## src/rtl/phase_cal_pkg.sv

```systemverilog
// Shared types and phase arithmetic for the phase calibration sequencer.
package phase_cal_pkg;

    localparam int unsigned NUM_PHASES = 56;
    localparam int unsigned PHASE_W    = 6;
    localparam int unsigned LEN_W      = PHASE_W + 1;

    typedef enum logic [3:0] {
        IDLE, TEST, WAIT_RES, STEP, WAIT_ADJ, SETTLE, EVAL, SEEK, SEEK_WAIT, DONE, FAIL
    } state_t;

    // Phase addition that wraps 55+1 back to 0; both operands are below NUM_PHASES.
    function automatic logic [PHASE_W-1:0] mod_add(input logic [PHASE_W-1:0] a,
                                                   input logic [PHASE_W-1:0] b);
        logic [LEN_W-1:0] sum;
        sum = LEN_W'(a) + LEN_W'(b);
        if (sum >= LEN_W'(NUM_PHASES)) sum = sum - LEN_W'(NUM_PHASES);
        return PHASE_W'(sum);
    endfunction

endpackage

```

## src/rtl/phase_cal_sequencer_if.sv

```systemverilog
// Phase-adjust wrapper and link-test handshakes seen by the calibration sequencer.
interface phase_cal_sequencer_if;
    import phase_cal_pkg::*;

    logic               inc_trigger_out;
    logic               adj_idle_in;
    logic [PHASE_W-1:0] num_incs_in;
    logic               test_start_out;
    logic               test_valid_in;
    logic               test_pass_in;

    modport master (
        output inc_trigger_out, test_start_out,
        input  adj_idle_in, num_incs_in, test_valid_in, test_pass_in
    );

    modport slave (
        input  inc_trigger_out, test_start_out,
        output adj_idle_in, num_incs_in, test_valid_in, test_pass_in
    );

endinterface

```

## src/rtl/phase_run_tracker.sv

```systemverilog
// Longest passing run over scored steps; earliest run wins ties, no wrap-around merge.
module phase_run_tracker
    import phase_cal_pkg::*;
(
    input  logic               clk,
    input  logic               rst,
    input  logic               clear,
    input  logic               score,
    input  logic               pass,
    input  logic [PHASE_W-1:0] idx,
    output logic [PHASE_W-1:0] best_start,
    output logic [LEN_W-1:0]   best_len
);

    logic [PHASE_W-1:0] cur_start;
    logic [LEN_W-1:0]   cur_len;
    logic [PHASE_W-1:0] run_start_c;
    logic [LEN_W-1:0]   run_len_c;

    always_comb begin
        run_start_c = (cur_len == '0) ? idx : cur_start;
        run_len_c   = cur_len + LEN_W'(1);
    end

    always_ff @(posedge clk) begin
        if (rst || clear) begin
            cur_start  <= '0;
            cur_len    <= '0;
            best_start <= '0;
            best_len   <= '0;
        end else if (score) begin
            if (pass) begin
                cur_start <= run_start_c;
                cur_len   <= run_len_c;
                if (run_len_c > best_len) begin
                    best_len   <= run_len_c;
                    best_start <= run_start_c;
                end
            end else begin
                cur_len <= '0;
            end
        end
    end

endmodule

```

## src/rtl/phase_cal_sequencer.sv

```systemverilog
// Sweeps all 56 phase steps, link-tests each, then seeks to the centre of the longest pass run.
// Optional per-step pass bitmap storage under PHASE_CAL_PASS_MAP_EN.
module phase_cal_sequencer
    import phase_cal_pkg::*;
#(
    parameter int unsigned SETTLE_CYCLES = 64,
    parameter int unsigned TEST_TIMEOUT  = 1024,
    parameter int unsigned MAX_RETRY     = 3
) (
    input  logic                  clk,
    input  logic                  rst_in,
    input  logic                  start_in,
    phase_cal_sequencer_if.master bus,
    output logic                  busy_out,
    output logic                  done_out,
    output logic                  fail_out,
    output logic [PHASE_W-1:0]    best_phase_out,
    output logic [NUM_PHASES-1:0] pass_map_out
);

    localparam int unsigned CNT_MAX = (TEST_TIMEOUT > SETTLE_CYCLES) ? TEST_TIMEOUT : SETTLE_CYCLES;
    localparam int unsigned CNT_W   = $clog2(CNT_MAX + 1);
    localparam int unsigned RETRY_W = $clog2(MAX_RETRY + 1);

    state_t             state, state_n;
    logic [CNT_W-1:0]   cnt;
    logic [PHASE_W-1:0] origin, cur_phase, step_idx, offset, seek_cnt;
    logic [RETRY_W-1:0] retry;
    logic               seeking;
    logic               inc_trigger, test_start, busy, done, fail;
    logic [PHASE_W-1:0] best_phase;
    logic [PHASE_W-1:0] best_start;
    logic [LEN_W-1:0]   best_len;

    logic               run_start_c, score_c, score_pass_c, adj_match_c, adj_miss_c;
    logic [PHASE_W-1:0] exp_phase_c, offset_c;

    assign bus.inc_trigger_out = inc_trigger;
    assign bus.test_start_out  = test_start;
    assign busy_out            = busy;
    assign done_out            = done;
    assign fail_out            = fail;
    assign best_phase_out      = best_phase;

    always_comb begin
        state_n      = state;
        run_start_c  = 1'b0;
        score_c      = 1'b0;
        score_pass_c = 1'b0;
        adj_match_c  = 1'b0;
        adj_miss_c   = 1'b0;
        exp_phase_c  = mod_add(cur_phase, PHASE_W'(1));
        offset_c     = best_start + PHASE_W'((best_len - LEN_W'(1)) >> 1);
        case (state)
            IDLE, DONE, FAIL: begin
                if (start_in) begin
                    run_start_c = 1'b1;
                    state_n     = TEST;
                end
            end
            TEST: state_n = WAIT_RES;
            WAIT_RES: begin
                if (bus.test_valid_in) begin
                    score_c      = 1'b1;
                    score_pass_c = bus.test_pass_in;
                    state_n      = STEP;
                end else if (cnt == CNT_W'(TEST_TIMEOUT - 1)) begin
                    score_c = 1'b1;
                    state_n = STEP;
                end
            end
            STEP: state_n = WAIT_ADJ;
            // adj_idle_in is stale for two cycles after the trigger edge
            WAIT_ADJ: begin
                if (cnt >= CNT_W'(2) && bus.adj_idle_in) begin
                    if (bus.num_incs_in == exp_phase_c) begin
                        adj_match_c = 1'b1;
                        state_n     = seeking ? SEEK_WAIT : SETTLE;
                    end else if (retry == RETRY_W'(MAX_RETRY)) begin
                        state_n = FAIL;
                    end else begin
                        adj_miss_c = 1'b1;
                        state_n    = STEP;
                    end
                end
            end
            SETTLE: begin
                if (cnt == CNT_W'(SETTLE_CYCLES - 1))
                    state_n = (step_idx == PHASE_W'(NUM_PHASES)) ? EVAL : TEST;
            end
            EVAL: begin
                if (best_len == '0)        state_n = FAIL;
                else if (offset_c == '0)   state_n = DONE;
                else                       state_n = SEEK;
            end
            SEEK:      state_n = (seek_cnt == offset) ? DONE : STEP;
            SEEK_WAIT: state_n = SEEK;
            default:   state_n = IDLE;
        endcase
    end

    always_ff @(posedge clk) begin
        if (rst_in) begin
            state       <= IDLE;
            cnt         <= '0;
            origin      <= '0;
            cur_phase   <= '0;
            step_idx    <= '0;
            offset      <= '0;
            seek_cnt    <= '0;
            retry       <= '0;
            seeking     <= 1'b0;
            inc_trigger <= 1'b0;
            test_start  <= 1'b0;
            busy        <= 1'b0;
            done        <= 1'b0;
            fail        <= 1'b0;
            best_phase  <= '0;
        end else begin
            state       <= state_n;
            cnt         <= (state_n != state) ? '0 : ((&cnt) ? cnt : cnt + CNT_W'(1));
            inc_trigger <= (state_n == STEP);
            test_start  <= (state_n == TEST);
            busy        <= !(state_n inside {IDLE, DONE, FAIL});
            done        <= (state_n == DONE);
            fail        <= (state_n == FAIL);
            if (run_start_c) begin
                origin     <= bus.num_incs_in;
                cur_phase  <= bus.num_incs_in;
                step_idx   <= '0;
                offset     <= '0;
                seek_cnt   <= '0;
                retry      <= '0;
                seeking    <= 1'b0;
                best_phase <= '0;
            end
            if (adj_match_c) begin
                cur_phase <= exp_phase_c;
                retry     <= '0;
                if (seeking) seek_cnt <= seek_cnt + PHASE_W'(1);
                else         step_idx <= step_idx + PHASE_W'(1);
            end
            if (adj_miss_c) retry <= retry + RETRY_W'(1);
            if (state == EVAL && best_len != '0) begin
                offset     <= offset_c;
                best_phase <= mod_add(origin, offset_c);
                seeking    <= 1'b1;
            end
        end
    end

    phase_run_tracker u_tracker (
        .clk        (clk),
        .rst        (rst_in),
        .clear      (run_start_c),
        .score      (score_c),
        .pass       (score_pass_c),
        .idx        (step_idx),
        .best_start (best_start),
        .best_len   (best_len)
    );

`ifdef PHASE_CAL_PASS_MAP_EN
    logic [NUM_PHASES-1:0] pass_map;

    always_ff @(posedge clk) begin
        if (rst_in || run_start_c) pass_map <= '0;
        else if (score_c)          pass_map[step_idx] <= score_pass_c;
    end

    assign pass_map_out = pass_map;
`else
    assign pass_map_out = '0;
`endif

endmodule

```

## src/flat_wrapper.sv

```systemverilog
// flat-port wrapper written by rule: the top's interface ports become plain ports
module phase_cal_sequencer_flat import phase_cal_pkg::*;
#(
    parameter int unsigned SETTLE_CYCLES = 64,
    parameter int unsigned TEST_TIMEOUT  = 1024,
    parameter int unsigned MAX_RETRY     = 3
)
  (clk, rst_in, start_in, busy_out, done_out, fail_out, best_phase_out, pass_map_out, bus_inc_trigger_out, bus_test_start_out, bus_adj_idle_in, bus_num_incs_in, bus_test_valid_in, bus_test_pass_in);
  phase_cal_sequencer_if bus_i ();
  input  logic clk;
  input  logic rst_in;
  input  logic start_in;
  output logic busy_out;
  output logic done_out;
  output logic fail_out;
  output logic [PHASE_W-1:0] best_phase_out;
  output logic [NUM_PHASES-1:0] pass_map_out;
  output wire logic [$bits(bus_i.inc_trigger_out)-1:0] bus_inc_trigger_out;
  output wire logic [$bits(bus_i.test_start_out)-1:0] bus_test_start_out;
  input wire logic [$bits(bus_i.adj_idle_in)-1:0] bus_adj_idle_in;
  input wire logic [$bits(bus_i.num_incs_in)-1:0] bus_num_incs_in;
  input wire logic [$bits(bus_i.test_valid_in)-1:0] bus_test_valid_in;
  input wire logic [$bits(bus_i.test_pass_in)-1:0] bus_test_pass_in;
  assign bus_inc_trigger_out = bus_i.inc_trigger_out;
  assign bus_test_start_out = bus_i.test_start_out;
  assign bus_i.adj_idle_in = bus_adj_idle_in;
  assign bus_i.num_incs_in = bus_num_incs_in;
  assign bus_i.test_valid_in = bus_test_valid_in;
  assign bus_i.test_pass_in = bus_test_pass_in;
  phase_cal_sequencer #(.SETTLE_CYCLES(SETTLE_CYCLES), .TEST_TIMEOUT(TEST_TIMEOUT), .MAX_RETRY(MAX_RETRY)) u_core (.clk(clk), .rst_in(rst_in), .start_in(start_in), .bus(bus_i), .busy_out(busy_out), .done_out(done_out), .fail_out(fail_out), .best_phase_out(best_phase_out), .pass_map_out(pass_map_out));
endmodule
```

## config.mk

```make
export PLATFORM = sky130hd
export DESIGN_NAME = phase_cal_sequencer_flat
export DESIGN_NICKNAME = d
export VERILOG_FILES = /design/src/rtl/phase_cal_pkg.sv /design/src/rtl/phase_cal_sequencer_if.sv /design/src/rtl/phase_run_tracker.sv /design/src/rtl/phase_cal_sequencer.sv /design/src/flat_wrapper.sv
export SDC_FILE = /design/constraint.sdc
export NUM_CORES = 1
export LEC_CHECK = 0
export ABC_CLOCK_PERIOD_IN_PS = 6100
export BUFFER_PORTS_ARGS = -buffer_cell sky130_fd_sc_hd__buf_2
export CAP_MARGIN = 20
export CORE_ASPECT_RATIO = 2
export CORE_UTILIZATION = 45
export CTS_CLUSTER_DIAMETER = 150
export DETAILED_ROUTE_END_ITERATION = 10
export GPL_ROUTABILITY_DRIVEN = 0
export PLACE_DENSITY = 0.65
export SYNTH_ARGS = -nofsm -noshare
export SYNTH_HDL_FRONTEND = slang
export SYNTH_SLANG_ARGS = --single-unit
```

## constraint.sdc

```tcl
create_clock -name clk -period 6.1 [get_ports clk]
set_input_delay 1.22 -clock clk [delete_from_list [all_inputs] [get_ports clk]]
set_output_delay 1.22 -clock clk [all_outputs]
set_load 0.05 [all_outputs]
```

==> key figures <==
Route
  – Detailed-route vias per instance: 5.445
  – Avg WL per Cell: approximately 15 um
  – First-iteration detailed-routing DRC count: roughly 220
  – Post-route DRC: 0
  – Remaining antenna violation count: 0
  – DRT Pass-1 Iters: 4
  – Total number of vias: about 4500
  – Total routed wirelength: between 10000 and 15000 um

Worst setup path
  – Category of the most critical setup path: reg2reg
  – Logic depth of the worst register-to-register path: 13
  – Reg-to-Reg Start: u_core.cur_phase[0]
  – Worst setup EP type: flip-flop
  – Critical Path Start: u_core.cur_phase[0]
  – Worst setup SP type: flip-flop
  – Maximum net fanout on the critical path: 11
  – Crit path to: u_core.cnt[1]
  – Data arrival time of the critical path: ~4800 ps
  – Setup slack, reg-to-reg: 1510 ps
  – Critical path required time: roughly 6300 ps
  – R2R Path End: u_core.cnt[1]

STA
  – Smallest setup slack after layout: 1508 ps
  – Worst slew margin relative to its limit: 0.3090
  – Final clock period utilization by the worst path: 0.7527
  – Minimum clock period: roughly 4600 ps
  – RSZ-0062 raised after global routing: no
  – Transition time of the tightest slew-check pin: roughly 1000 ps
  – Aggregate negative setup slack: 0 ps
  – Number of hold violations in the final report: 0
  – Count of endpoints failing setup in the final report: 0
  – Post-route worst hold slack: between 400 and 500 ps
  – Worst clock skew: between 8 and 9 ps
  – Maximum clock rate: 0.2178 GHz
  – Fin. max-slew vios: 0

Power
  – Worst IR Drop VDD: 170.2 uV
  – Static power due to leakage: 2.315 nW
  – Power per Cell Area: 347.8 nW/um^2

Floorplanning
  – Number of I/O pins: 79
  – Starting density of the core: 0.4587
  – Die extent in y: 159.2 um
  – Area enclosed by the die boundary: around 13000 um^2
  – Width of the chip: 80.61 um
  – Number of cell rows: 57
  – Placeable Area: ~12000 um^2

Global route
  – Via count of the first global-routing pass: 4345
  – Maximum number of pins on one net before global-route repair: 40
  – Overall Global Routing Usage: 0.2019
  – Antenna violations before repair: 0
  – Wire length of the first global-routing pass: 20150 um
  – GRT overflow: 0

Logic synthesis
  – Number of library cell types mapped by synthesis: 64
  – Instance count of the mapped netlist: between 600 and 700
  – YS warnings: 0
  – Main flop type after synthesis: dfxtp_1
  – EDFF count, synth: 0
  – Average cell area after synthesis: slightly above 8 um^2
  – Post-synthesis sequential element count: 85
  – Synth Cell Area: 5562 um^2
  – Share of flip-flops with an asynchronous set or reset: 0
  – Register area share after synthesis: 0.3060

Layout
  – Final cell area excluding filler cells: ~6000 um^2
  – Area Overhead vs Synth: 5.444%
  – N_diodes: 0
  – Non-filler cells, final: ~830
  – Number of nets at the end of the flow: 727
  – Fraction of layout cells with a size suffix above 1: 0.1007

Clocking
  – Post-CTS Hold Buffers: 0
  – Clock insertion delay at the later pin of the skew report: between 300 and 400 ps
  – Post-CTS Resized: 0
  – Clock Sinks: 85
  – TritonCTS clock tree: yes
  – Clock H-tree levels: 3
  – Setup Fix Bufs, Post-CTS: 0
  – Num CTS Buffers: 9
  – CTS Root Buffer Type: clkbuf_16
  – CTS Buffer Depth: 2
  – Clk slew on worst S/H paths: approximately 60 ps

Place
  – Detailed placement HPWL: 9321 um
  – Placed cells: between 800 and 900
  – Number of port buffers: 22
  – Setup Slack @ Placement: roughly 1600 ps
  – Dpl cell area: roughly 5500 um^2

Run
  – Max Cap Viol: 0

Hold path
  – Hold Path Class: reg2reg

Status
  – Status: complete, no violations
==> how the worst min path moves through the flow <==
stage | start | end | slack [ps] | depth (start not counted)
finish | u_core.best_phase_out[3] | u_core.best_phase_out[3] | 460 | 2
global placement | u_core.best_phase_out[4] | u_core.best_phase_out[4] | 450 | 2
detailed placement | u_core.best_phase_out[3] | u_core.best_phase_out[3] | 460 | 2
floorplan | u_core.origin[0] | u_core.origin[0] | 440 | 2
global route | u_core.best_phase_out[2] | u_core.best_phase_out[2] | 490 | 2
CTS | u_core.best_phase_out[3] | u_core.best_phase_out[3] | 460 | 2
==> report_power, final <==
part | internal [mW] | switching, mW | total (mW) | leakage (nW)
sequential | 0.599 | 0.0635 | 0.662 | 0.688
clock | 0.338 | 0.218 | 0.556 | 0.149
combinational | 0.285 | 0.536 | 0.821 | 1.48
total | 1.22 | 0.817 | 2.04 | 2.31
==> critical path: stages (launching register included) <==
cell,delay [ps]
dfxtp_1,490
ha_1,430
nand3_2,160
xnor2_1,170
ha_1,270
nand3_1,120
nand3b_1,80
o21ai_0,360
mux2_2,390
or4_4,550
or3b_1,400
a31o_4,290
xor2_2,610
a2111oi_2,120
==> logic make-up (layout without fill, tap and decap cells) <==
group,Yosys count,after routing,share of synthesized area
other cells,1,56,0.0006743
mux,24,24,0.04454
xor+xnor,49,49,0.07987
fa+ha+maj,34,34,0.07919
buf+inv,111,69,0.1174
compound gates,129,129,0.1523
simple gates,239,239,0.2200
flops,85,85,0.3060
==> registers in the layout, summed over array words and instances (netlist names) <==
name and cells:
u_core.bus.test_start_out 1, u_core.seek_cnt 6, u_core.bus.inc_trigger_out 1, u_core.state 4, u_core.retry 2, u_core.fail_out 1
u_core.u_tracker.best_start 6, u_core.seeking 1, u_core.offset 6, u_core.u_tracker.best_len 7, u_core.best_phase_out 6, u_core.u_tracker.cur_len 7
u_core.origin 6, u_core.u_tracker.cur_start 6, u_core.cnt 11, u_core.done_out 1, u_core.step_idx 6, u_core.busy_out 1
u_core.cur_phase 6
==> per-layer routing <==
| layer | vias up | GRT usage | routed length, um |
|---|---|---|---|
| li1 | 2241 | - | - |
| met1 | 2130 | 0.2108 | 4557 |
| met2 | 122 | 0.3575 | 6625 |
| met3 | 37 | 0.03438 | 333 |
| met4 | 0 | 0.1307 | 714 |
| met5 | - | 0 | 0 |
==> through the flow <==
stage	util	total power, mW
2_1_floorplan	-	1.376
3_3_place_gp	0.4577	1.464
3_5_place_dp	0.4577	1.483
4_1_cts	0.4825	2.046
5_1_grt	0.4837	2.165
6_report	0.4837	2.039
==> synth_stat cells (3+ instances only) <==
cell type,number,area [um^2]
buf_4,57,427.9
o31ai_1,3,22.52
a31oi_1,5,31.28
nor3_2,5,50.05
buf_2,6,30.03
nor3_1,12,60.06
or4_1,3,22.52
nand3b_1,8,60.06
a211oi_1,9,67.56
or3_1,4,25.02
xor2_1,19,166.4
nand3_1,34,170.2
nor4_1,3,18.77
o21a_1,5,37.54
nand4_1,7,43.79
nor3b_1,3,22.52
inv_1,26,97.59
and2_1,4,25.02
buf_1,3,11.26
and3_1,8,50.05
and4_1,3,26.28
nand2b_1,9,56.30
mux2i_1,18,180.2
a22oi_1,6,45.04
a21o_1,6,45.04
ha_1,32,400.4
dfxtp_1,85,1702
nor2_1,65,244.0
clkbuf_1,17,63.81
a211oi_2,6,75.07
nor2b_1,7,43.79
a21oi_1,47,235.2
o21ai_0,23,115.1
mux2_2,5,56.30
xnor2_1,28,245.2
o21ai_1,3,15.01
nand2_1,51,191.4
==> cells in the final DEF, fill, tap and decap left out, types with 9 or more instances in the layout <==
cell type	n
a211oi_1	9
a21oi_1	47
buf_2	22
clkbuf_16	9
conb_1	56
dfxtp_1	85
ha_1	32
inv_1	26
mux2i_1	18
nand2_1	51
nand2b_1	9
nand3_1	34
nor2_1	65
nor3_1	11
o21ai_0	23
xnor2_1	28
xor2_1	19
==> area by class of cell <==
class	count	area [um^2]
repair buffers	28	162.7
clock buffers	12	256.5
clock inverters	3	43.79
inverters	26	97.59
flip-flops and latches	85	1702
well taps	147	183.9
multi-input cells	531	3418
fillers	1193	6260
Note: power is estimated with default switching activity, not from simulation.
